===== src/rtl/sad_ctrl_pkg.sv =====
// Shared types for the SAD search sequencer: FSM states, the "no minimum yet"
// sentinel, and the packed candidate position carried through the result FIFO.
package sad_ctrl_pkg;

  typedef enum logic [1:0] {
    IDLE  = 2'd0,
    ISSUE = 2'd1,
    DRAIN = 2'd2,
    DONE  = 2'd3
  } state_t;

  localparam logic [31:0] SUM_MAX = 32'hFFFF_FFFF;

  typedef struct packed {
    logic [7:0] row;
    logic [7:0] col;
  } pos_t;

endpackage


===== src/rtl/sad_min_tracker.sv =====
// Position FIFO plus running minimum; a popped result updates the minimum on the next edge.
// No backpressure of its own: the sequencer never pushes more than DEPTH entries in flight.
module sad_min_tracker
  import sad_ctrl_pkg::*;
#(
  parameter int DEPTH = 4
) (
  input  logic        clk_i,
  input  logic        rst_ni,
  input  logic        clr_i,
  input  logic        push_i,
  input  logic [7:0]  row_i,
  input  logic [7:0]  col_i,
  input  logic        pop_i,
  input  logic [31:0] sum_i,
  output logic [31:0] min_sum_o,
  output logic [7:0]  min_row_o,
  output logic [7:0]  min_col_o
);

  localparam int AW = (DEPTH > 1) ? $clog2(DEPTH) : 1;

  pos_t            fifo_q [DEPTH];
  logic [AW-1:0]   wr_q, rd_q;
  logic [31:0]     min_q;
  pos_t            min_pos_q;
  pos_t            head;

  function automatic logic [AW-1:0] nxt(input logic [AW-1:0] p);
    return (p == AW'(DEPTH - 1)) ? '0 : p + AW'(1);
  endfunction

  assign head = fifo_q[rd_q];

  // Strict less-than keeps the earliest raster position on ties.
  always_ff @(posedge clk_i or negedge rst_ni) begin
    if (!rst_ni) begin
      for (int i = 0; i < DEPTH; i++) fifo_q[i] <= '0;
      wr_q      <= '0;
      rd_q      <= '0;
      min_q     <= SUM_MAX;
      min_pos_q <= '0;
    end else if (clr_i) begin
      wr_q      <= '0;
      rd_q      <= '0;
      min_q     <= SUM_MAX;
      min_pos_q <= '0;
    end else begin
      if (push_i) begin
        fifo_q[wr_q] <= '{row: row_i, col: col_i};
        wr_q         <= nxt(wr_q);
      end
      if (pop_i) begin
        rd_q <= nxt(rd_q);
        if (sum_i < min_q) begin
          min_q     <= sum_i;
          min_pos_q <= head;
        end
      end
    end
  end

  assign min_sum_o = min_q;
  assign min_row_o = min_pos_q.row;
  assign min_col_o = min_pos_q.col;

endmodule


===== src/rtl/sad_search_ctrl.sv =====
// Raster-order block-matching sequencer: one SAD request per candidate, min of returned sums.
// Issue stalls on SadReady low or MAX_OUT in flight; Done one cycle after the last result.
module sad_search_ctrl
  import sad_ctrl_pkg::*;
#(
  parameter int FRAME_W = 64,
  parameter int FRAME_H = 64,
  parameter int WIN     = 4,
  parameter int MAX_OUT = 4
) (
  input  logic        Clk,
  input  logic        Reset,
  input  logic        Start,
  input  logic [31:0] FrameBase,
  input  logic        SadReady,
  output logic        SadIssue,
  output logic [31:0] SadAddr,
  input  logic        SumValid,
  input  logic [31:0] Sum,
  output logic        Busy,
  output logic        Done,
  output logic [31:0] MinSum,
  output logic [7:0]  MinRow,
  output logic [7:0]  MinCol
);

  localparam int NROW = FRAME_H - WIN + 1;
  localparam int NCOL = FRAME_W - WIN + 1;
  localparam int N    = NROW * NCOL;
  localparam int CW   = $clog2(N + 1);
  localparam int OW   = $clog2(MAX_OUT + 1);

  state_t          state_q;
  logic [31:0]     addr_q;
  logic [7:0]      row_q, col_q;
  logic [CW-1:0]   iss_cnt_q, ret_cnt_q, ret_cnt_d;
  logic [OW-1:0]   outst_q, outst_d;
  logic            busy_q, done_q;
  logic            run, issue, accept, ret, start_acc;

  // A same-cycle return frees a slot, so a full pipeline can still issue.
  always_comb begin
    run       = (state_q == ISSUE) || (state_q == DRAIN);
    issue     = (state_q == ISSUE) && ((outst_q < OW'(MAX_OUT)) || SumValid);
    accept    = issue && SadReady;
    ret       = run && SumValid && (outst_q != '0);
    start_acc = (state_q == IDLE) && Start;
    ret_cnt_d = ret_cnt_q + CW'(ret);
    outst_d   = outst_q + OW'(accept) - OW'(ret);
  end

  always_ff @(posedge Clk or negedge Reset) begin
    if (!Reset) begin
      state_q   <= IDLE;
      addr_q    <= '0;
      row_q     <= '0;
      col_q     <= '0;
      iss_cnt_q <= '0;
      ret_cnt_q <= '0;
      outst_q   <= '0;
      busy_q    <= 1'b0;
      done_q    <= 1'b0;
    end else begin
      done_q <= 1'b0;
      unique case (state_q)
        IDLE: begin
          if (Start) begin
            state_q   <= ISSUE;
            busy_q    <= 1'b1;
            addr_q    <= FrameBase;
            row_q     <= '0;
            col_q     <= '0;
            iss_cnt_q <= '0;
            ret_cnt_q <= '0;
            outst_q   <= '0;
          end
        end
        ISSUE: begin
          outst_q   <= outst_d;
          ret_cnt_q <= ret_cnt_d;
          if (accept) begin
            iss_cnt_q <= iss_cnt_q + CW'(1);
            if (iss_cnt_q == CW'(N - 1)) begin
              state_q <= DRAIN;
            end else if (col_q == 8'(NCOL - 1)) begin
              // Row wrap skips the WIN-1 columns that cannot host a block.
              col_q  <= '0;
              row_q  <= row_q + 8'd1;
              addr_q <= addr_q + 32'(WIN * 4);
            end else begin
              col_q  <= col_q + 8'd1;
              addr_q <= addr_q + 32'd4;
            end
          end
        end
        DRAIN: begin
          outst_q   <= outst_d;
          ret_cnt_q <= ret_cnt_d;
          if (ret_cnt_d == CW'(N)) begin
            state_q <= DONE;
            busy_q  <= 1'b0;
            done_q  <= 1'b1;
          end
        end
        DONE:    state_q <= IDLE;
        default: state_q <= IDLE;
      endcase
    end
  end

  sad_min_tracker #(.DEPTH(MAX_OUT)) u_tracker (
    .clk_i     (Clk),
    .rst_ni    (Reset),
    .clr_i     (start_acc),
    .push_i    (accept),
    .row_i     (row_q),
    .col_i     (col_q),
    .pop_i     (ret),
    .sum_i     (Sum),
    .min_sum_o (MinSum),
    .min_row_o (MinRow),
    .min_col_o (MinCol)
  );

  assign SadIssue = issue;
  assign SadAddr  = addr_q;
  assign Busy     = busy_q;
  assign Done     = done_q;

endmodule


===== config.mk =====
export PLATFORM = sky130hd
export DESIGN_NAME = sad_search_ctrl
export DESIGN_NICKNAME = d
export VERILOG_FILES = /design/src/rtl/sad_ctrl_pkg.sv /design/src/rtl/sad_min_tracker.sv /design/src/rtl/sad_search_ctrl.sv
export SDC_FILE = /design/constraint.sdc
export NUM_CORES = 1
export LEC_CHECK = 0
export ABC_AREA = 1
export ABC_CLOCK_PERIOD_IN_PS = 2500
export CAP_MARGIN = 15
export CORE_MARGIN = 2
export CORE_UTILIZATION = 51
export CTS_CLUSTER_SIZE = 12
export DETAILED_ROUTE_END_ITERATION = 10
export PLACE_DENSITY = 0.78
export SYNTH_ARGS = -nofsm -noshare
export SYNTH_HDL_FRONTEND = slang
export SYNTH_SLANG_ARGS = --single-unit

===== constraint.sdc =====
create_clock -name Clk -period 2.5 [get_ports Clk]
set_input_delay 0.625 -clock Clk [delete_from_list [all_inputs] [get_ports Clk]]
set_output_delay 0.625 -clock Clk [all_outputs]
set_load 0.05 [all_outputs]

Word-level counts from Yosys, hierarchy flattened:

Cells that the tools add are included.

* add/subtract/negate cells: 10
* magnitude comparators: 5
* eq/ne operators: 14
* multiplexer cells: 48
* bitwise gates (word level): 3
* reductions and logical operators: 25

Operators by type and width (count)
* $mux 32: 7
* $mux 16: 6
* $bwmux 64: 1
* $pmux 32 s2: 1
* $mux 8: 7
* $pmux 12 s2: 2
* $add 32x3->32 const B: 1
* $add 32x5->32 const B: 1
* $bmux 16 s2: 1
* $demux 16 s2: 1
* $lt 32x32->1: 1
* $pmux 8 s2: 2
* $eq 12x12->1 const B: 2
* $mux 12: 2
* $mux 2: 10
* $add 8x1->8 const B: 2
* $add 12x1->12: 1
* $add 12x1->12 const B: 1
* $reduce_bool 2->1: 6
* $eq 2x2->1 const B: 4
* $eq 8x6->1 const B: 1
* $pmux 2 s4: 1
* $reduce_and 4->1: 2
* $ge 3x3->1 const B: 2
* 22 further kinds: 40

* register bits: 195
* bits of input ports: 69
* output and inout port bits: 83

Longest topological paths before layout:

Gate-level depths: netlist (run 1).

* depth in word-level cells: 8
* mapped depth: 18

By module:

A second synthesis (run 1) with hierarchy kept.

* cell total of the unflattened synthesis: 1505
* area total of the unflattened synthesis: 11547.3 sq um

Modules (own cells, without submodules)
* sad_min_tracker: times used 1, cells an instance 720, area an instance 6072.1 sq um
* sad_search_ctrl: times used 1, cells an instance 785, area an instance 5475.3 sq um

Worst setup path after synthesis (run 1):

Ideal clock, no wire load.

* path kind: register to register
* start: register state_q[0]
* end: register state_q[0]
* setup time: 117 ps
* data arrival time: 2257 ps
* data required time: 2383 ps
* slack: 127 ps
* cell stages (with the launch flop): 19
* path buffers: 0
* period minus slack after synthesis: 2373 ps
* path through: dfrtp_1 -> inv_1 -> ha_1 -> nand2_1 -> a21oi_2 -> ha_1 -> nand2_1 -> nor2_1 -> nand2_1 -> nand2_1 -> nand2_1 -> nor2_1 -> nand2_1 -> nor2_1 -> nand2_1 -> nand2_1 -> nand2_1 -> nand2_1 -> nand2_1

* longest elaborated chain between the ends: 8
* elaborated cells on any way between the ends: 17

Ends and longest elaborated chain
* start, declared: RTL line sad_search_ctrl.sv:33 `state_t state_q;`
* start signal, assigned: RTL line sad_search_ctrl.sv:54 `state_q <= IDLE;`
* start signal, assigned: RTL line sad_search_ctrl.sv:68 `state_q <= ISSUE;`
* start signal, assigned: RTL line sad_search_ctrl.sv:84 `state_q <= DRAIN;`
* $eq 2x1->1 / $eq 2x2->1 (equally long branches): RTL line sad_search_ctrl.sv:43, sad_search_ctrl.sv:44, sad_search_ctrl.sv:65
* $logic_or 1x1->1: RTL line sad_search_ctrl.sv:43 `run = (state_q == ISSUE) || (state_q == DRAIN);`
* $logic_and 1x1->1 (2 in a row): RTL line sad_search_ctrl.sv:46 `ret = run && SumValid && (outst_q != '0);`
* $add 12x1->12: RTL line sad_search_ctrl.sv:48 `ret_cnt_d = ret_cnt_q + CW'(ret);`
* $eq 12x12->1: RTL line sad_search_ctrl.sv:99 `if (ret_cnt_d == CW'(N)) begin`
* $ne 2x1->1 (no source line)
* $reduce_and 4->1 (no source line)

Several ways; a longest one is shown, not always the timed one.
A chain may end at the register's enable or synchronous reset.

Worst setup path in the final report (run 1):

* start: register addr_q[12], in the netlist SadAddr[12]
* end: output port SadAddr[12]

RTL lines
* start, declared: RTL line sad_search_ctrl.sv:34 `logic [31:0] addr_q;`
* start signal, assigned: RTL line sad_search_ctrl.sv:70 `addr_q <= FrameBase;`
* start signal, assigned: RTL line sad_search_ctrl.sv:89 `addr_q <= addr_q + 32'(WIN * 4);`
* start signal, assigned: RTL line sad_search_ctrl.sv:92 `addr_q <= addr_q + 32'd4;`
* end, declared: RTL line sad_search_ctrl.sv:17 `output logic [31:0] SadAddr,`

No word-level cell between the ends.

==> results of run 1 <==
[report_power, final]
| part | total, W | internal, W | leakage [nW] | switching, W |
|---|---|---|---|---|
| Sequential | 0.00553 | 0.00449 | 2.50 | 0.00104 |
| Clock | 0.00286 | 0.00158 | 0.275 | 0.00127 |
| Combinational | 0.0105 | 0.00367 | 3.88 | 0.00682 |
[what timing repair did]
item	4_1_cts	5_1_grt
setup endpoints to repair	2	10
setup buffers	0	3
pin swaps	0	3
resized for setup	3	11
cloned	0	0
[registers in the layout (all words and copies together), names as in the netlist, 12 cells and up]
register	cells
u_tracker.min_sum_o	32
u_tracker.fifo_q	64
SadAddr	32
ret_cnt_q	12
iss_cnt_q	12
[worst paths after layout]
check / cells past startpoint / endpoint / startpoint
hold reg to reg: 2 / u_tracker.fifo_q[21] / u_tracker.fifo_q[21]
max in group asynchronous: 2 / u_tracker.min_sum_o[6] / Reset
setup / recovery: 1 / SadAddr[12] / SadAddr[12]
min in group Clk: 2 / u_tracker.fifo_q[21] / u_tracker.fifo_q[21]
hold / removal: 1 / u_tracker.fifo_q[9] / Reset
setup reg to reg: 13 / outst_q[2] / state_q[0]
[synth_stat cells (all sizes together) (2+ instances only)]
master | n | area (µm²)
buf | 20 | 119
xor2 | 18 | 158
nand4 | 45 | 288
dfrtp | 163 | 4080
a21o | 2 | 15.0
dfstp | 32 | 841
nor4 | 3 | 18.8
inv | 154 | 581
nor3 | 25 | 130
o21ai | 162 | 811
ha | 51 | 638
xnor2 | 3 | 26.3
o22ai | 24 | 150
or2 | 34 | 213
o21a | 3 | 22.5
nand2 | 429 | 1620
nor2 | 151 | 592
o31ai | 2 | 15.0
nand3 | 110 | 551
a21oi | 44 | 228
clkbuf | 40 | 150
and2 | 2 | 12.5
[metrics by stage]
stage                     setup TNS (ps)  cell area [µm²]
after detailed placement           -7910            13500
after global placement             -6380            13500
after global routing                -257            14100
after CTS                              0            14100
after floorplan                        0            11300
final                                  0            14100
[cells by family (layout without fill, tap and decap cells)]
| family | Yosys count | in the layout | synth area share (%) |
|---|---|---|---|
| AO/OA/AOI/OAI | 240 | 240 | 11.2 |
| XOR/XNOR | 21 | 21 | 1.63 |
| adder cells (fa/ha/maj) | 52 | 52 | 5.82 |
| buffers and inverters | 215 | 392 | 7.55 |
| flip-flops | 195 | 195 | 43.5 |
| AND/OR/NAND/NOR | 800 | 800 | 30.3 |
[per-layer routing]
layer	global-route usage [%]	wire length, µm	vias to the layer above
li1	-	-	5294
met3	4.20	1840	45
met1	34.9	13200	5142
met2	42.6	14100	395
met5	0	0	-
met4	6.48	586	0
[cell type report]
type / instances / area [µm²]
well taps: 280 / 350
clock buffers: 17 / 425
multi-input cells: 1113 / 5570
flip-flops and latches: 195 / 4920
repair buffers: 205 / 2090
inverters: 155 / 584
fillers: 1809 / 7690
clock inverters: 15 / 183
==> results.toml, run 1 <==
[outcome]
result_of_the_run = "finished clean"

[detailed_routing]
via_count = 10900
antenna_left = 0
vias_per_std_cell = 5.49
drc_errors = 0
firstDrtPassIters = 6
postRouteWirelength_um = 29700
detail_route.wl_per_cell_um = 15.0
dr.first_iter.drc_count = 853

[cells_and_area]
layout-drive-gt1-share_pct = 11.0
layoutNonFillerInstCount = 1980
antenna-diode-count = 0
layout.cells.most_common = "sky130_fd_sc_hd__nand2_1"
area_growth_pct = 25.0
number_of_nets_in_the_layout = 1808
final_core_util_pct = 64.7
most-common-layout-cells = "sky130_fd_sc_hd__nand2_1, sky130_fd_sc_hd__dfrtp_1, sky130_fd_sc_hd__clkdlybuf4s50_1"

[worst_setup_path]
critPathLaunchType = "flop"
timing.critical_path.required_ps = 1880
cp_max_fo = 6
critical-path-max-stage-delay_ps = 870
critPathArrivalTime_ps = 1840
critical_path.n_buffers_inverters = 1
path_class = "flop to output port"
critPathCaptureType = "output port"
cp_cell_sequence = "clkdlybuf4s50_1"
rrSetupSlack_ps = 120
cell_family_with_most_cp_delay = "buffers and inverters"
cpMaxStageDelayCell = "sky130_fd_sc_hd__clkdlybuf4s50_1"

[floorplan]
initial_core_util_pct = 51.8
design.portCount = 152
die_height_um = 153
fp.dieArea_um2 = 23400
number_of_rows_created_at_floorplan = 54
core_area_um2 = 21800
die_width_um = 153

[timing]
slew_headroom_pct = 45.6
fmax_mhz = 405
min_period_ps = 2470
worst_clock_skew_ps = 9.66
setup_viol = 0
finalMaxSlewViolations = 0
layout_worst_path_cycle_share_pct = 98.8
final_hold_viol_count = 0
setup_repair_after_global_routing_missed_its_margin = "yes"
tightest_slew_ps = 816
worst_slack_ps = 30.2
timing.hold.ws_ps = 176

[clock_tree]
ctsHtreeMaxLevel = 4
clock_tree_from_tritoncts = "built"
clock_sinks = 195
clockRootBuffer = "sky130_fd_sc_hd__clkbuf_16"
cts-hold-fix-buffers = 0
insertion_delay_to_the_later_sink_of_the_worst_skew_pair_ps = 450
clk_path_buf_depth = 2
clk_pin_slew_worst_paths_ps = 70
cts_made_buffers = 17

[yosys]
share_of_synthesized_flip_flops_with_an_asynchronous_set_or_reset_pct = 100
synthesis.instances = 1523
synthesis.nets = 1644
ys_seq_elements = 195
synth_area_um2 = 11300
ys.warnings.count = 0
synth.distinct_cells = 40
post_synth.cell_area_avg_um2 = 7.42
synth_edf_count = 0
ys_seq_area_share_pct = 43.5
synth_flop_cell = "sky130_fd_sc_hd__dfrtp_1"

[global_route]
first_global_vias = 10500
grt_antenna_before_repair = 0
grt_start_max_net_pins = 72
total_congestion_overflow = 0
grt_first_pass_wirelength_um = 50100
track_usage_pct = 25.5

[placement]
dp_hpwl_um = 20500
place.gp.congestion = 0.902
io_buffers = 151
detailedPlace.worstSlack_ps = -281
dpl.cell_count = 1945

[power]
post-layout-total-power_w = 0.0189
p_per_area_nw_per_um2 = 1340
total_leakage_power_nw = 6.65
maximum_vdd_drop_mv = 0.907

[flow_run]
drv_cap = 0

[min_path]
min-delay-path-class = "input port to async pin"
Power figures use the tool's default switching activity.
==> inputs of run 2 (changes only) <==
--- a/config.mk
+++ b/config.mk
@@ -6,13 +6,13 @@
 export NUM_CORES = 1
 export LEC_CHECK = 0
 export ABC_AREA = 1
-export ABC_CLOCK_PERIOD_IN_PS = 2500
+export ABC_CLOCK_PERIOD_IN_PS = 2900
 export CAP_MARGIN = 15
-export CORE_MARGIN = 2
-export CORE_UTILIZATION = 51
+export CORE_UTILIZATION = 60
 export CTS_CLUSTER_SIZE = 12
 export DETAILED_ROUTE_END_ITERATION = 10
-export PLACE_DENSITY = 0.78
+export PLACE_DENSITY = 0.86
+export SKIP_CTS_REPAIR_TIMING = 1
 export SYNTH_ARGS = -nofsm -noshare
 export SYNTH_HDL_FRONTEND = slang
 export SYNTH_SLANG_ARGS = --single-unit
==> constraint.sdc (replaced) <==
create_clock -name Clk -period 2.9 [get_ports Clk]
set_input_delay 0.725 -clock Clk [delete_from_list [all_inputs] [get_ports Clk]]
set_output_delay 0.725 -clock Clk [all_outputs]
set_load 0.05 [all_outputs]
==> run 2 against run 1 <==
  * Global-route usage grew 5.3 points
  * Combinational power shrank 18%
  * Non-clock buffer count shrank 22
  * Core utilization grew 11 points
  * First-iteration DRC count grew 11%
  * Cell area shrank 2.6%
  * Hold slack gained 100 ps
  * Via count grew 0.40%
  * Highest routed layer unchanged
==> results.toml, run 2 (same netlist as run 1, synthesis figures left out) <==
[worst_setup_path]
critPathLaunchType = "flop"
path_class = "flop to flop"
timing.critical_path.required_ps = 3230
r2r-start = "state_q[0]"
r2r_end = "state_q[0]"
critical-path-max-stage-delay_ps = 410
cp_cell_sequence = "inv_1 > ha_1 > nand2_1 > a21oi_2 > ha_1 > nand2_1 > nor2_2 > nand2_1 > nand2_1 > nand2_1 > nor2_1 > nand2_1 > nor2_1 > nand2_1 > nand2_1 > nand2_1 > nand2_1 > nand2_1"
critical-path-top-cell-by-count = "sky130_fd_sc_hd__nand2_1"
cpMaxStageDelayCell = "sky130_fd_sc_hd__dfrtp_1"
critPathCaptureType = "flop"
worst_r2r_path_depth = 18
cell_family_with_most_cp_delay = "simple AND/OR/NAND/NOR gates"
rrSetupSlack_ps = 270
cp_max_fo = 5
critical_path.n_buffers_inverters = 1
critPathArrivalTime_ps = 2960

[power]
maximum_vdd_drop_mv = 0.890
total_leakage_power_nw = 6.52
post-layout-total-power_w = 0.0158
p_per_area_nw_per_um2 = 1150

[cells_and_area]
fillerInstances = 1311
layout.cells.most_common = "sky130_fd_sc_hd__nand2_1"
most-common-layout-cells = "sky130_fd_sc_hd__nand2_1, sky130_fd_sc_hd__dfrtp_1, sky130_fd_sc_hd__clkdlybuf4s50_1"
regMostFlops = "u_tracker.fifo_q"
antenna-diode-count = 0
multiInputGateArea_um2 = 5540
number_of_nets_in_the_layout = 1786
area_growth_pct = 21.7
final_design_area_no_fill_um2 = 13800
regArea_um2 = 4920
layout-drive-gt1-share_pct = 9.24
flip_flop_count_of_the_largest_register_all_copies_and_words_added = 64

[timing]
slew_headroom_pct = 36.3
setup-tns-final_ps = 0
tightest_slew_ps = 946
layout_worst_path_cycle_share_pct = 90.7
finalMaxSlewViolations = 0
worst_clock_skew_ps = 8.16
min_period_ps = 2630
final_hold_viol_count = 0
fmax_mhz = 380
setup_viol = 0

[clock_tree]
clockRootBuffer = "sky130_fd_sc_hd__clkbuf_16"
clk_path_buf_depth = 2
clk_pin_slew_worst_paths_ps = 80
insertion_delay_to_the_later_sink_of_the_worst_skew_pair_ps = 440
ctsHtreeMaxLevel = 4
clock_sinks = 195
clock_tree_from_tritoncts = "built"
cts_made_buffers = 17

[global_route]
grt_antenna_before_repair = 0
grt_first_pass_wirelength_um = 48900
track_usage_pct = 30.8
grt_start_max_net_pins = 70
first_global_vias = 10200
total_congestion_overflow = 0

[placement]
postPlaceCellArea_um2 = 13100
io_buffers = 151
dp_hpwl_um = 20200
place.gp.congestion = 0.942

[detailed_routing]
detail_route.wl_per_cell_um = 15.2
antenna_left = 0
vias_per_std_cell = 5.73
drc_errors = 0
firstDrtPassIters = 6
dr.first_iter.drc_count = 946
via_count = 10900
postRouteWirelength_um = 29000

[floorplan]
die_height_um = 139
core_area_um2 = 18200
fp.dieArea_um2 = 19400
design.portCount = 152
initial_core_util_pct = 62.1
die_width_um = 139
number_of_rows_created_at_floorplan = 49

[flow_run]
drv_cap = 0

[outcome]
result_of_the_run = "finished clean"

[min_path]
min-delay-path-class = "input port to async pin"
==> run 2: cell types whose count changed in the layout (fill, tap and decap cells not counted), moves of 4 or more <==
cell,before,now
sky130_fd_sc_hd__buf_12,14,5
sky130_fd_sc_hd__clkinvlp_4,7,0
sky130_fd_sc_hd__buf_4,41,28
sky130_fd_sc_hd__clkinv_8,0,4
==> run 2: metal layers <==
metal	track usage, %	share of wire [%]	up-vias
met5	0	0	-
met2	50.8	48	448
met4	10.1	2.2	0
li1	-	-	5256
met3	4.71	7.1	56
met1	42.0	43	5160
==> run 2: power breakdown <==
part	total (W)	switching, W	leakage [nW]	internal [W]
sequential	0.00475	0.000883	2.50	0.00387
combinational	0.00865	0.00578	3.72	0.00287
clock	0.00243	0.00118	0.300	0.00125
total	0.0158	0.00785	6.52	0.00798
==> run 2: worst max-delay path by stage <==
stage               cells past startpoint           to         from
floorplan                               9   outst_q[2]     SumValid
global placement                       17   state_q[1]     SumValid
detailed placement                     17   state_q[0]     SumValid
CTS                                     1  SadAddr[15]  SadAddr[15]
global route                           18   state_q[0]   state_q[0]
finish                                 18   state_q[0]   state_q[0]
==> run 2: metrics by stage <==
stage                     utilization [%]  setup slack (ps)  hold slack, ps  instances
final                                75.6               269             276       1907
after floorplan                         -               493             429       1523
after detailed placement             72.2              40.9             468       1875
after global placement               72.2              83.6             461       1875
after CTS                            75.6               299             279       1907
after global routing                 75.6             -13.4             303       1907
==> run 2: cell type report <==
type	instances	share of cell area (%)
well taps	229	2.08
inverters	155	4.25
repair buffers	183	13.2
multi-input cells	1113	40.3
clock inverters	15	1.38
flip-flops and latches	195	35.7
clock buffers	17	3.09
==> inputs of run 3 (changes only) <==
--- a/config.mk
+++ b/config.mk
@@ -7,7 +7,7 @@
 export LEC_CHECK = 0
 export ABC_AREA = 1
 export ABC_CLOCK_PERIOD_IN_PS = 2900
-export CAP_MARGIN = 15
+export CAP_MARGIN = 20
 export CORE_UTILIZATION = 60
 export CTS_CLUSTER_SIZE = 12
 export DETAILED_ROUTE_END_ITERATION = 10
==> results of run 3 <==
Same layout as run 2: the final DEF is identical, and so are final timing and power.
